### config.mk
export PLATFORM = sky130hd
export DESIGN_NAME = tx_fifo_pkt_reader_flat
export DESIGN_NICKNAME = d
export VERILOG_FILES = /design/src/rtl/tx_fifo_pkt_reader_if.sv /design/src/rtl/tx_fifo_pkt_reader.sv /design/src/flat_wrapper.sv
export SDC_FILE = /design/constraint.sdc
export NUM_CORES = 1
export LEC_CHECK = 0
export ABC_AREA = 1
export CORE_MARGIN = 1
export CORE_UTILIZATION = 30
export DETAILED_ROUTE_END_ITERATION = 8
export GPL_ROUTABILITY_DRIVEN = 1
export PLACE_DENSITY_LB_ADDON = 0.05
export RECOVER_POWER = 100
export SETUP_SLACK_MARGIN = 0.5
export SLEW_MARGIN = 20
export SYNTH_ARGS = -nofsm -noshare
export SYNTH_HDL_FRONTEND = slang
export SYNTH_SLANG_ARGS = --single-unit
### constraint.sdc
create_clock -name clk -period 2.4 [get_ports clk]
set_input_delay 0.36 -clock clk [delete_from_list [all_inputs] [get_ports clk]]
set_output_delay 0.36 -clock clk [all_outputs]
set_load 0.05 [all_outputs]
### src/rtl/tx_fifo_pkt_reader_if.sv
// ----------------------------------------------------------------------------
// tx_fifo_pkt_reader_if
//
// Bundles the two data-path sides of the packet reader:
//   - read port of the upstream standard-mode FIFO (read latency 1)
//   - AXI-Stream master towards the baseband TX path
//
// Signals:
//   fifo_dout      FIFO read data, valid the cycle after fifo_rd_en
//   fifo_empty     FIFO empty flag
//   fifo_rd_en     FIFO pop request
//   m_axis_tdata   stream data
//   m_axis_tvalid  stream valid
//   m_axis_tready  stream ready (from downstream)
//   m_axis_tlast   last word of packet
//
// Modports:
//   master  the packet reader (drives fifo_rd_en and the stream)
//   slave   the environment (FIFO read side and stream sink)
// ----------------------------------------------------------------------------
interface tx_fifo_pkt_reader_if #(
    parameter int DATA_WIDTH = 64
);
    logic [DATA_WIDTH-1:0] fifo_dout;
    logic                  fifo_empty;
    logic                  fifo_rd_en;
    logic [DATA_WIDTH-1:0] m_axis_tdata;
    logic                  m_axis_tvalid;
    logic                  m_axis_tready;
    logic                  m_axis_tlast;

    modport master (
        input  fifo_dout,
        input  fifo_empty,
        input  m_axis_tready,
        output fifo_rd_en,
        output m_axis_tdata,
        output m_axis_tvalid,
        output m_axis_tlast
    );

    modport slave (
        output fifo_dout,
        output fifo_empty,
        output m_axis_tready,
        input  fifo_rd_en,
        input  m_axis_tdata,
        input  m_axis_tvalid,
        input  m_axis_tlast
    );
endinterface

### src/rtl/tx_fifo_pkt_reader.sv
// ----------------------------------------------------------------------------
// tx_fifo_pkt_reader
//
// Pops exactly one packet of pkt_len words from a read-latency-1 FIFO and
// presents it as an AXI-Stream master with tlast on the final word. A
// 2-entry output buffer absorbs the FIFO read latency so full throughput is
// kept under backpressure.
//
// Ports:
//   clk          read-side clock, rising edge
//   rstn         asynchronous active-low reset
//   start        one-cycle packet request, honoured only in IDLE
//   pkt_len      packet length in words, sampled with start
//   abort        synchronous flush, overrides everything but reset
//   bus          FIFO read port + AXI-Stream master (master modport)
//   busy         state != IDLE
//   done         one-cycle pulse when a packet completes
//   len_err      one-cycle pulse the cycle after start with pkt_len == 0
//   underrun_cnt saturating starvation counter (optional, see below)
//
// Optional feature macro: TX_FIFO_PKT_READER_UNDERRUN_CNT_EN
//   When defined, adds underrun_cnt: counts cycles in READ where words are
//   still owed, the FIFO is empty and the output buffer is empty.
//
// State | meaning
// ------+-----------------------------------------------------------------
// IDLE  | waiting for start
// READ  | popping words from the FIFO while req_left != 0
// DRAIN | all words requested; waiting for the last stream handshake
// DONE  | one-cycle done pulse, then back to IDLE
// ----------------------------------------------------------------------------
module tx_fifo_pkt_reader #(
    parameter int DATA_WIDTH = 64,
    parameter int LEN_WIDTH  = 12
) (
    input  logic                 clk,
    input  logic                 rstn,
    input  logic                 start,
    input  logic [LEN_WIDTH-1:0] pkt_len,
    input  logic                 abort,
    tx_fifo_pkt_reader_if.master bus,
    output logic                 busy,
    output logic                 done,
    output logic                 len_err
`ifdef TX_FIFO_PKT_READER_UNDERRUN_CNT_EN
    ,
    output logic [15:0]          underrun_cnt
`endif
);

    typedef enum logic [1:0] {
        ST_IDLE  = 2'd0,
        ST_READ  = 2'd1,
        ST_DRAIN = 2'd2,
        ST_DONE  = 2'd3
    } state_t;

    state_t                state_q, state_d;
    logic [LEN_WIDTH-1:0]  req_left_q, req_left_d;
    logic [LEN_WIDTH-1:0]  sent_left_q, sent_left_d;
    logic                  len_err_q, len_err_d;
    logic                  inflight_q, inflight_d;
    logic [1:0]            occ_q, occ_d;
    logic [DATA_WIDTH-1:0] buf0_q, buf0_d;   // head entry
    logic [DATA_WIDTH-1:0] buf1_q, buf1_d;   // second entry
    logic [1:0]            occ_after_pop;

    logic tvalid;
    logic pop;
    logic rd_en;
    logic accept;

    assign tvalid = (occ_q != 2'd0);
    assign pop    = tvalid && bus.m_axis_tready;

    // Pop only if the word still fits once it lands: everything already in
    // the buffer plus the word in flight, minus what leaves this cycle, must
    // leave a free slot. No pop during abort so no FIFO word is lost to it.
    assign rd_en = (state_q == ST_READ) && !abort &&
                   (req_left_q != '0) && !bus.fifo_empty &&
                   (({1'b0, occ_q} + {2'b00, inflight_q}) < (3'd2 + {2'b00, pop}));

    assign bus.fifo_rd_en    = rd_en;
    assign bus.m_axis_tvalid = tvalid;
    assign bus.m_axis_tdata  = buf0_q;
    assign bus.m_axis_tlast  = tvalid && (sent_left_q == LEN_WIDTH'(1));

    assign busy    = (state_q != ST_IDLE);
    assign done    = (state_q == ST_DONE);
    assign len_err = len_err_q;

    // ------------------------------------------------------------------
    // FSM: state register
    // ------------------------------------------------------------------
    always_ff @(posedge clk or negedge rstn) begin
        if (!rstn) begin
            state_q     <= ST_IDLE;
            req_left_q  <= '0;
            sent_left_q <= '0;
            len_err_q   <= 1'b0;
        end else begin
            state_q     <= state_d;
            req_left_q  <= req_left_d;
            sent_left_q <= sent_left_d;
            len_err_q   <= len_err_d;
        end
    end

    // ------------------------------------------------------------------
    // FSM: next state and counters
    // ------------------------------------------------------------------
    always_comb begin
        state_d     = state_q;
        req_left_d  = req_left_q;
        sent_left_d = sent_left_q;
        len_err_d   = 1'b0;
        accept      = 1'b0;

        if (rd_en) begin
            req_left_d = req_left_q - LEN_WIDTH'(1);
        end
        if (pop && (sent_left_q != '0)) begin
            sent_left_d = sent_left_q - LEN_WIDTH'(1);
        end

        case (state_q)
            ST_IDLE: begin
                if (start) begin
                    if (pkt_len == '0) begin
                        len_err_d = 1'b1;
                    end else begin
                        accept      = 1'b1;
                        req_left_d  = pkt_len;
                        sent_left_d = pkt_len;
                        state_d     = ST_READ;
                    end
                end
            end
            ST_READ: begin
                if (rd_en && (req_left_q == LEN_WIDTH'(1))) begin
                    state_d = ST_DRAIN;
                end
            end
            ST_DRAIN: begin
                // Leave on the handshake of the last word so done lands
                // exactly one cycle after it.
                if ((sent_left_q == '0) ||
                    (pop && (sent_left_q == LEN_WIDTH'(1)))) begin
                    state_d = ST_DONE;
                end
            end
            ST_DONE: begin
                state_d = ST_IDLE;
            end
            default: begin
                state_d = ST_IDLE;
            end
        endcase

        if (abort) begin
            state_d     = ST_IDLE;
            req_left_d  = '0;
            sent_left_d = '0;
            len_err_d   = 1'b0;
            accept      = 1'b0;
        end
    end

    // ------------------------------------------------------------------
    // Output buffer: 2-entry shift buffer with the head in buf0.
    // The FIFO word for a pop issued last cycle (inflight) is written to
    // the first free slot after this cycle's handshake is accounted for.
    // ------------------------------------------------------------------
    always_comb begin
        occ_d         = occ_q;
        buf0_d        = buf0_q;
        buf1_d        = buf1_q;
        inflight_d    = rd_en;
        occ_after_pop = occ_q - {1'b0, pop};

        if (abort) begin
            occ_d      = 2'd0;
            inflight_d = 1'b0;
        end else begin
            if (pop) begin
                buf0_d = buf1_q;
            end
            if (inflight_q) begin
                if (occ_after_pop == 2'd0) begin
                    buf0_d = bus.fifo_dout;
                end else begin
                    buf1_d = bus.fifo_dout;
                end
            end
            occ_d = occ_after_pop + {1'b0, inflight_q};
        end
    end

    always_ff @(posedge clk or negedge rstn) begin
        if (!rstn) begin
            occ_q      <= 2'd0;
            inflight_q <= 1'b0;
            buf0_q     <= '0;
            buf1_q     <= '0;
        end else begin
            occ_q      <= occ_d;
            inflight_q <= inflight_d;
            buf0_q     <= buf0_d;
            buf1_q     <= buf1_d;
        end
    end

`ifdef TX_FIFO_PKT_READER_UNDERRUN_CNT_EN
    // ------------------------------------------------------------------
    // Starvation counter: survives abort so software can still read why a
    // packet was abandoned; restarts on each accepted packet.
    // ------------------------------------------------------------------
    logic [15:0] underrun_cnt_q, underrun_cnt_d;
    logic        starved;

    assign starved = (state_q == ST_READ) && (req_left_q != '0) &&
                     bus.fifo_empty && (occ_q == 2'd0);

    always_comb begin
        underrun_cnt_d = underrun_cnt_q;
        if (accept) begin
            underrun_cnt_d = 16'd0;
        end else if (starved && (underrun_cnt_q != 16'hFFFF)) begin
            underrun_cnt_d = underrun_cnt_q + 16'd1;
        end
    end

    always_ff @(posedge clk or negedge rstn) begin
        if (!rstn) begin
            underrun_cnt_q <= 16'd0;
        end else begin
            underrun_cnt_q <= underrun_cnt_d;
        end
    end

    assign underrun_cnt = underrun_cnt_q;
`endif

endmodule

### src/flat_wrapper.sv
// flat-port wrapper written by rule: the top's interface ports become plain ports
module tx_fifo_pkt_reader_flat 
#(
    parameter int DATA_WIDTH = 64,
    parameter int LEN_WIDTH  = 12
)
  (clk, rstn, start, pkt_len, abort, busy, done, len_err, bus_fifo_dout, bus_fifo_empty, bus_m_axis_tready, bus_fifo_rd_en, bus_m_axis_tdata, bus_m_axis_tvalid, bus_m_axis_tlast);
  tx_fifo_pkt_reader_if #(.DATA_WIDTH(DATA_WIDTH)) bus_i ();
  input  logic clk;
  input  logic rstn;
  input  logic start;
  input  logic [LEN_WIDTH-1:0] pkt_len;
  input  logic abort;
  output logic busy;
  output logic done;
  output logic len_err;
  input wire logic [$bits(bus_i.fifo_dout)-1:0] bus_fifo_dout;
  input wire logic [$bits(bus_i.fifo_empty)-1:0] bus_fifo_empty;
  input wire logic [$bits(bus_i.m_axis_tready)-1:0] bus_m_axis_tready;
  output wire logic [$bits(bus_i.fifo_rd_en)-1:0] bus_fifo_rd_en;
  output wire logic [$bits(bus_i.m_axis_tdata)-1:0] bus_m_axis_tdata;
  output wire logic [$bits(bus_i.m_axis_tvalid)-1:0] bus_m_axis_tvalid;
  output wire logic [$bits(bus_i.m_axis_tlast)-1:0] bus_m_axis_tlast;
  assign bus_i.fifo_dout = bus_fifo_dout;
  assign bus_i.fifo_empty = bus_fifo_empty;
  assign bus_i.m_axis_tready = bus_m_axis_tready;
  assign bus_fifo_rd_en = bus_i.fifo_rd_en;
  assign bus_m_axis_tdata = bus_i.m_axis_tdata;
  assign bus_m_axis_tvalid = bus_i.m_axis_tvalid;
  assign bus_m_axis_tlast = bus_i.m_axis_tlast;
  tx_fifo_pkt_reader #(.DATA_WIDTH(DATA_WIDTH), .LEN_WIDTH(LEN_WIDTH)) u_core (.clk(clk), .rstn(rstn), .start(start), .pkt_len(pkt_len), .abort(abort), .bus(bus_i), .busy(busy), .done(done), .len_err(len_err));
endmodule
# After elaboration in Yosys (flattened, before gate mapping)
# Index checks and enable logic that the tools add are counted.
# op_classes
add_sub_neg	6
n_eq_ne	9
muxes	25
order_cmp	1
n_bitwise	2
reduce_logical	22
# ops
cell	count
$mux 64	3
$mux 12	10
$eq 12x1->1 const B	2
$logic_not 12->1	2
$reduce_bool 12->1	2
$sub 12x1->12 const B	2
$mux 2	6
$logic_and 1x1->1	9
$ne 3x3->1 const B	3
$pmux 2 s4	1
$mux 1	5
$eq 2x2->1 const B	2
$logic_not 2->1	2
$reduce_and 4->1	1
$reduce_bool 2->1	2
$add 2x1->3	1
$add 2x1->3 const A	1
$lt 3x3->1	1
$ne 3x2->1 const B	1
$reduce_and 3->1	1
$add 2x1->2	1
$eq 2x1->1 const B	1
$logic_not 1->1	2
$not 1->1	2
other kinds (2)	2
# word_totals
out_inout_bits	70
regBits	158
word_cells	73
input_bits	82

# Longest topological paths before layout
# Gate-level depths: netlist of run 1.
# logic_depth
ltp_word	10
depth_mapped	14
mapped_depth_nobuf	11

# Worst setup path before layout of run 1
# Ideal clock, no wire load.
# synth_path
kind	register -> register
start	reg u_core.occ_q[1]
end	reg u_core.buf0_q[15], in the netlist u_core.bus.m_axis_tdata[15]
stages_incl_launch_ff	15
path_buffers	3
t_arrival_ns	2.072
required_ns	2.268
period_less_slack_ns	2.204
setup_time_ns	0.132
path_slack_ns	0.196
path_cell_list	dfrtp_1 > inv_2 > nand2_2 > nand2_2 > inv_2 > buf_2 > ha_1 > xor2_2 > nor2_2 > nand2_2 > buf_12 > buf_12 > nand3_1 > o21ai_0 > o21ai_1
# synth_between
elab_chain_len	6
word_cells_on_any_way	7
cone_classes	add/sub: 1; mux: 3; reduce/logical: 3
# synth_rtl
item	line	source
from (decl)	tx_fifo_pkt_reader.sv:63	logic [1:0] occ_q, occ_d;
from (signal assigned)	tx_fifo_pkt_reader.sv:201	occ_q <= 2'd0;
from (signal assigned)	tx_fifo_pkt_reader.sv:206	occ_q <= occ_d;
$reduce_bool 2->1 (*)	tx_fifo_pkt_reader.sv:73	assign tvalid = (occ_q != 2'd0);
named net bus_m_axis_tvalid	flat_wrapper.sv:22	output wire logic [$bits(bus_i.m_axis_tvalid)-1:0] bus_m_axis_tvalid;
$logic_and 1x1->1 (*)	tx_fifo_pkt_reader.sv:74	assign pop = tvalid && bus.m_axis_tready;
$sub 2x1->2	tx_fifo_pkt_reader.sv:179	occ_after_pop = occ_q - {1'b0, pop};
$logic_not 2->1	tx_fifo_pkt_reader.sv:189	if (occ_after_pop == 2'd0) begin
$mux 64	tx_fifo_pkt_reader.sv:189	
$mux 64 (*)	tx_fifo_pkt_reader.sv:188	if (inflight_q) begin
to (signal assigned)	tx_fifo_pkt_reader.sv:208	buf0_q <= buf0_d;
to (decl)	tx_fifo_pkt_reader.sv:64	logic [DATA_WIDTH-1:0] buf0_q, buf0_d;
# The timed path passes the listed nets; every way through them passes the cells marked *.
# A chain may end at the register's enable or synchronous reset.

# Worst setup path after layout of run 1
# layout_path
start	reg u_core.occ_q[0]
end	reg u_core.buf1_q[53]
# layout_between
elab_chain_len	6
# layout_rtl
item	line	source
$reduce_bool 2->1	tx_fifo_pkt_reader.sv:73	
$logic_and 1x1->1	tx_fifo_pkt_reader.sv:74	
$sub 2x1->2 (*)	tx_fifo_pkt_reader.sv:179	
$logic_not 2->1 (*)	tx_fifo_pkt_reader.sv:189	
$not 1->1 (no line) (*)	--	
$reduce_and 3->1 (no line) (*)	--	
to (signal assigned)	tx_fifo_pkt_reader.sv:209	buf1_q <= buf1_d;
to (decl)	tx_fifo_pkt_reader.sv:65	logic [DATA_WIDTH-1:0] buf1_q, buf1_d;
# Every way passes the cells marked *; elsewhere a longest branch is shown, timed or not.

==> results of run 1 <==
[power by group through the flow]
stage,Combinational (W),Sequential [W],Clock (W)
after floorplan,0.00374,0.00648,0
after global placement,0.00764,0.00483,0
after detailed placement,0.00771,0.00481,0
after CTS,0.00801,0.00476,0.00273
after global routing,0.0103,0.00506,0.00282
final,0.00939,0.00489,0.00266
[path summary, 6_finish.rpt]
check                             startpoint                          end  slack (ns)  cells after the start
setup / recovery             u_core.occ_q[0]            u_core.buf1_q[53]        0.19                     14
hold / removal                         abort               u_core.len_err        0.29                      4
setup reg to reg             u_core.occ_q[0]            u_core.buf1_q[53]        0.19                     14
hold reg to reg            u_core.buf1_q[20]            u_core.buf1_q[20]        0.49                      2
max in group asynchronous               rstn  u_core.bus.m_axis_tdata[19]        0.52                      3
min in group asynchronous               rstn  u_core.bus.m_axis_tdata[50]        0.36                      2
[cells in the mapped netlist (7+ instances only)]
cell type / instances
sky130_fd_sc_hd__nand2_1: 356
sky130_fd_sc_hd__dfrtp_1: 158
sky130_fd_sc_hd__o21ai_0: 130
sky130_fd_sc_hd__inv_1: 109
sky130_fd_sc_hd__nand3_1: 86
sky130_fd_sc_hd__o21ai_1: 72
sky130_fd_sc_hd__nor2_1: 53
sky130_fd_sc_hd__a21oi_1: 26
sky130_fd_sc_hd__buf_2: 20
sky130_fd_sc_hd__clkbuf_1: 20
sky130_fd_sc_hd__ha_1: 15
sky130_fd_sc_hd__xor2_1: 12
sky130_fd_sc_hd__o21ai_2: 7
[area by class of cell]
cell class,instances,area share
clock buffer,18,0.0329
sequential,158,0.303
clock inverter,14,0.00987
tap,378,0.0362
multi-input combinational,778,0.355
timing repair buffer,245,0.230
inverter,113,0.0333
[kinds of logic (layout without fill, tap and decap cells)]
logic type	after synthesis	count (layout)	synth area share
buffers and inverters	177	390	0.107
XOR/XNOR	15	15	0.0164
AO/OA/AOI/OAI	237	237	0.145
adder cells (fa/ha/maj)	15	15	0.0221
AND/OR/NAND/NOR	508	511	0.242
flip-flops	158	158	0.466
[stage by stage]
step	instances	util	setup slack [ns]
2_1_floorplan	1110	-	0.403
3_3_place_gp	1602	0.375	0.0965
3_5_place_dp	1602	0.375	0.0960
4_1_cts	1667	0.416	0.220
5_1_grt	1704	0.470	0.0688
6_report	1704	0.470	0.189
[flip-flops by register name, summed over array words and instances (netlist names)]
name and cells:
u_core.occ_q 2, u_core.req_left_q 12, u_core.bus.m_axis_tdata 64, u_core.len_err 1, u_core.buf1_q 64, u_core.inflight_q 1, u_core.state_q 2, u_core.sent_left_q 12
[what timing repair did]
| item | in CTS | in global routing |
|---|---|---|
| pin swaps | 8 | 10 |
| hold endpoints to repair | 26 | 0 |
| gates cloned | 14 | 25 |
| buffers inserted | 18 | 12 |
| gates resized for setup | 102 | 295 |
| hold buffers | 1 | 0 |
| setup endpoints to repair | 190 | 151 |
[metal layers]
metal,wire length [um],track usage
met1,12900,0.245
met2,13500,0.296
met3,921,0.0340
met4,187,0.0400
met5,11,0
[worst max-delay path, cell delays in order, from the launching register on]
cell                        delay, ns
sky130_fd_sc_hd__dfrtp_1         0.41
sky130_fd_sc_hd__clkbuf_1        0.21
sky130_fd_sc_hd__inv_6           0.06
sky130_fd_sc_hd__nand2_8         0.07
sky130_fd_sc_hd__nand2_4         0.06
sky130_fd_sc_hd__inv_4           0.09
sky130_fd_sc_hd__ha_4            0.16
sky130_fd_sc_hd__xor2_4          0.20
sky130_fd_sc_hd__buf_6           0.13
sky130_fd_sc_hd__o211ai_4        0.09
sky130_fd_sc_hd__buf_12          0.18
sky130_fd_sc_hd__buf_12          0.15
sky130_fd_sc_hd__clkbuf_16       0.15
sky130_fd_sc_hd__nand2_1         0.05
sky130_fd_sc_hd__o21ai_0         0.07
==> flow_results.org, run 1 <==
** STA
- Headroom to the max-slew limit came out at 0.203.
- Post-layout min period :: between 2 and 2.5 ns
- The final max-slew violation count came to 0.
- Top achievable clock speed :: ~450 MHz
- Final hold violation count :: 0
- Across all hold checks on the routed design, the worst slack comes to around 0.29 ns.
- Slew of the pin with the lowest slew margin :: 1.20 ns
- Setup repair after global routing missed its margin :: yes
- Between clock sinks in the finished design, the worst skew comes to between 0.02 and 0.025 ns.
- Setup tns final :: 0 ns
- Share of the cycle needed by the critical path after routing :: 0.921
- Number of setup violations in the final report :: 0

** Die
- Area of the die :: slightly below 30,000 sq um
- In this run the standard cell core region covers 27,800 sq um.
- The floorplan step set the die width to ~170 um.
- Effective utilization at floorplan :: 0.305
- Vertical die dimension :: approximately 170 um
- Row generation in the floorplan step produced 61 rows.
- For this design the top-level I/O count stands at ~150.

** Synthesis
- The number of nets handed over by synthesis was roughly 1,200.
- Yosys Warn Count :: 0
- For this run, the register share of the synthesized area comes to 0.466.
- Synth Register Bits :: ~160
- Post-Synthesis Cells :: about 1,100
- Most used DFF post-synth :: sky130_fd_sc_hd__dfrtp_1
- The average instance in the mapped netlist occupies 7.64 sq um.
- Cell type with the highest aggregate area in the netlist :: sky130_fd_sc_hd__dfrtp_1
- Synth cell types :: 29
- Share of the synthesized area in the top cell type :: 0.466
- The synthesized design contains 0 enable-type register cells.
- Sorting the synthesized cells by area gives the leading types as sky130_fd_sc_hd__dfrtp_1 (47%), sky130_fd_sc_hd__nand2_1 (16%), sky130_fd_sc_hd__o21ai_0 (7.7%).
- Async S/R FF share, synth :: 1.00
- Summed instance area of the synthesized netlist :: roughly 8500 sq um

** Power and ir drop
- The internal portion of the total power is a little under 0.009 W.
- Clock power frac :: 0.157
- The analysis attributes to net switching a power of slightly above 0.008 W.
- Of the total power, the share spent switching nets is 0.475.
- Of the total power, combinational logic draws 0.555.
- In this run the static leakage power is 6.54 nW.
- Of the total power, registers draw 0.289.
- Power density cells :: about 1300 nW/um^2
- Largest vdd supply drop :: approximately 0.66 mV
- Sum of internal, switching and leakage power :: ~0.017 W

** Global route
- The first global-routing pass estimated 40.3 mm of wire.
- Via count of the first global-routing pass :: approximately 7,300
- Pin count of the biggest net entering global routing :: 85
- Across every metal layer, demand over resource in global routing totals 0.180.
- After global routing the overflow that remains totals 0.
- Initial antenna violation count :: 1

** Detailed routing
- The first detailed-routing pass ran for 5 iterations.
- After detailed routing, the average wire length per cell comes to between 15 and 20 um.
- Wire length reported by the detailed router :: 27.5 mm
- The detailed router finished its first iteration with 375 violations.
- Total DRC errors in the routed layout :: 0
- Detail-routed via count per cell :: approximately 4.7
- Via count :: approximately 7,900
- The detail route stage leaves a number of antenna-violating nets equal to 0.

** Clocking
- No sink is reached through more buffers than the 2 on the longest clock path.
- Clock tree from TritonCTS :: built
- CTS clock-pin slew for the worst setup and hold paths :: about 0.070 ns
- The clock net in this run drives a total of approximately 160 sinks.
- Clock tree root buffer cell :: sky130_fd_sc_hd__clkbuf_16
- Counting the buffers created by CTS gives 17.
- # H-tree levels :: 4
- For the worst-skew pair, the clock arrives at the later sink with an insertion delay of 0.44 ns.

** Critical path
- Critical Path Sink Type :: flip-flop
- In this run the worst path has a maximum fanout of 7.
- Data on the critical path is required at its endpoint by about 2.7 ns.
- Data arrival time at the worst-slack endpoint :: 2.52 ns
- STA classifies the critical path startpoint as a flip-flop.
- The setup path with the least slack is of type flip-flop to flip-flop.

** Hold path
- Tightest Hold Check Type :: primary input to flip-flop

** Final layout
- The finished cells cover roughly 13,000 sq um.
- Area of all sequential standard cells :: 3960 sq um
- The multi-input combinational cells in the finished layout cover a total of about 4600 sq um.
- Commonest non-fill, non-tap cell in the layout :: sky130_fd_sc_hd__nand2_1
- Filler cell count :: 2,847
- Of the cells placed in the final design, the portion with a size suffix greater than 1 is 0.260.
- Leaving out fill and tap cells, the most frequent cells in the layout are sky130_fd_sc_hd__nand2_1 (313), sky130_fd_sc_hd__dfrtp_1 (156), sky130_fd_sc_hd__inv_1 (105).
- For this run, the post-layout net count is roughly 1,400.
- Ant. Diodes :: 0
- Area added between synthesis and finish :: 54.0%

** Placed design
- Post-placement cell area :: ~10,000 sq um
- Final estimated routing congestion in global placement :: 0.786
- The HPWL after detailed placement is between 15 and 20 mm.
- Port Buf Inserts :: 151

** Run
- Maximum capacitance violations :: 0

** Status
- Status :: finished clean
(Power assumes the default switching activity.)
==> inputs of run 2 (changes only) <==
--- a/config.mk
+++ b/config.mk
@@ -13,7 +13,7 @@
 export PLACE_DENSITY_LB_ADDON = 0.05
 export RECOVER_POWER = 100
 export SETUP_SLACK_MARGIN = 0.5
-export SLEW_MARGIN = 20
+export SLEW_MARGIN = 10
 export SYNTH_ARGS = -nofsm -noshare
 export SYNTH_HDL_FRONTEND = slang
 export SYNTH_SLANG_ARGS = --single-unit
==> results of run 2 <==
No change in the layout: final DEF, timing and power equal those of run 1.
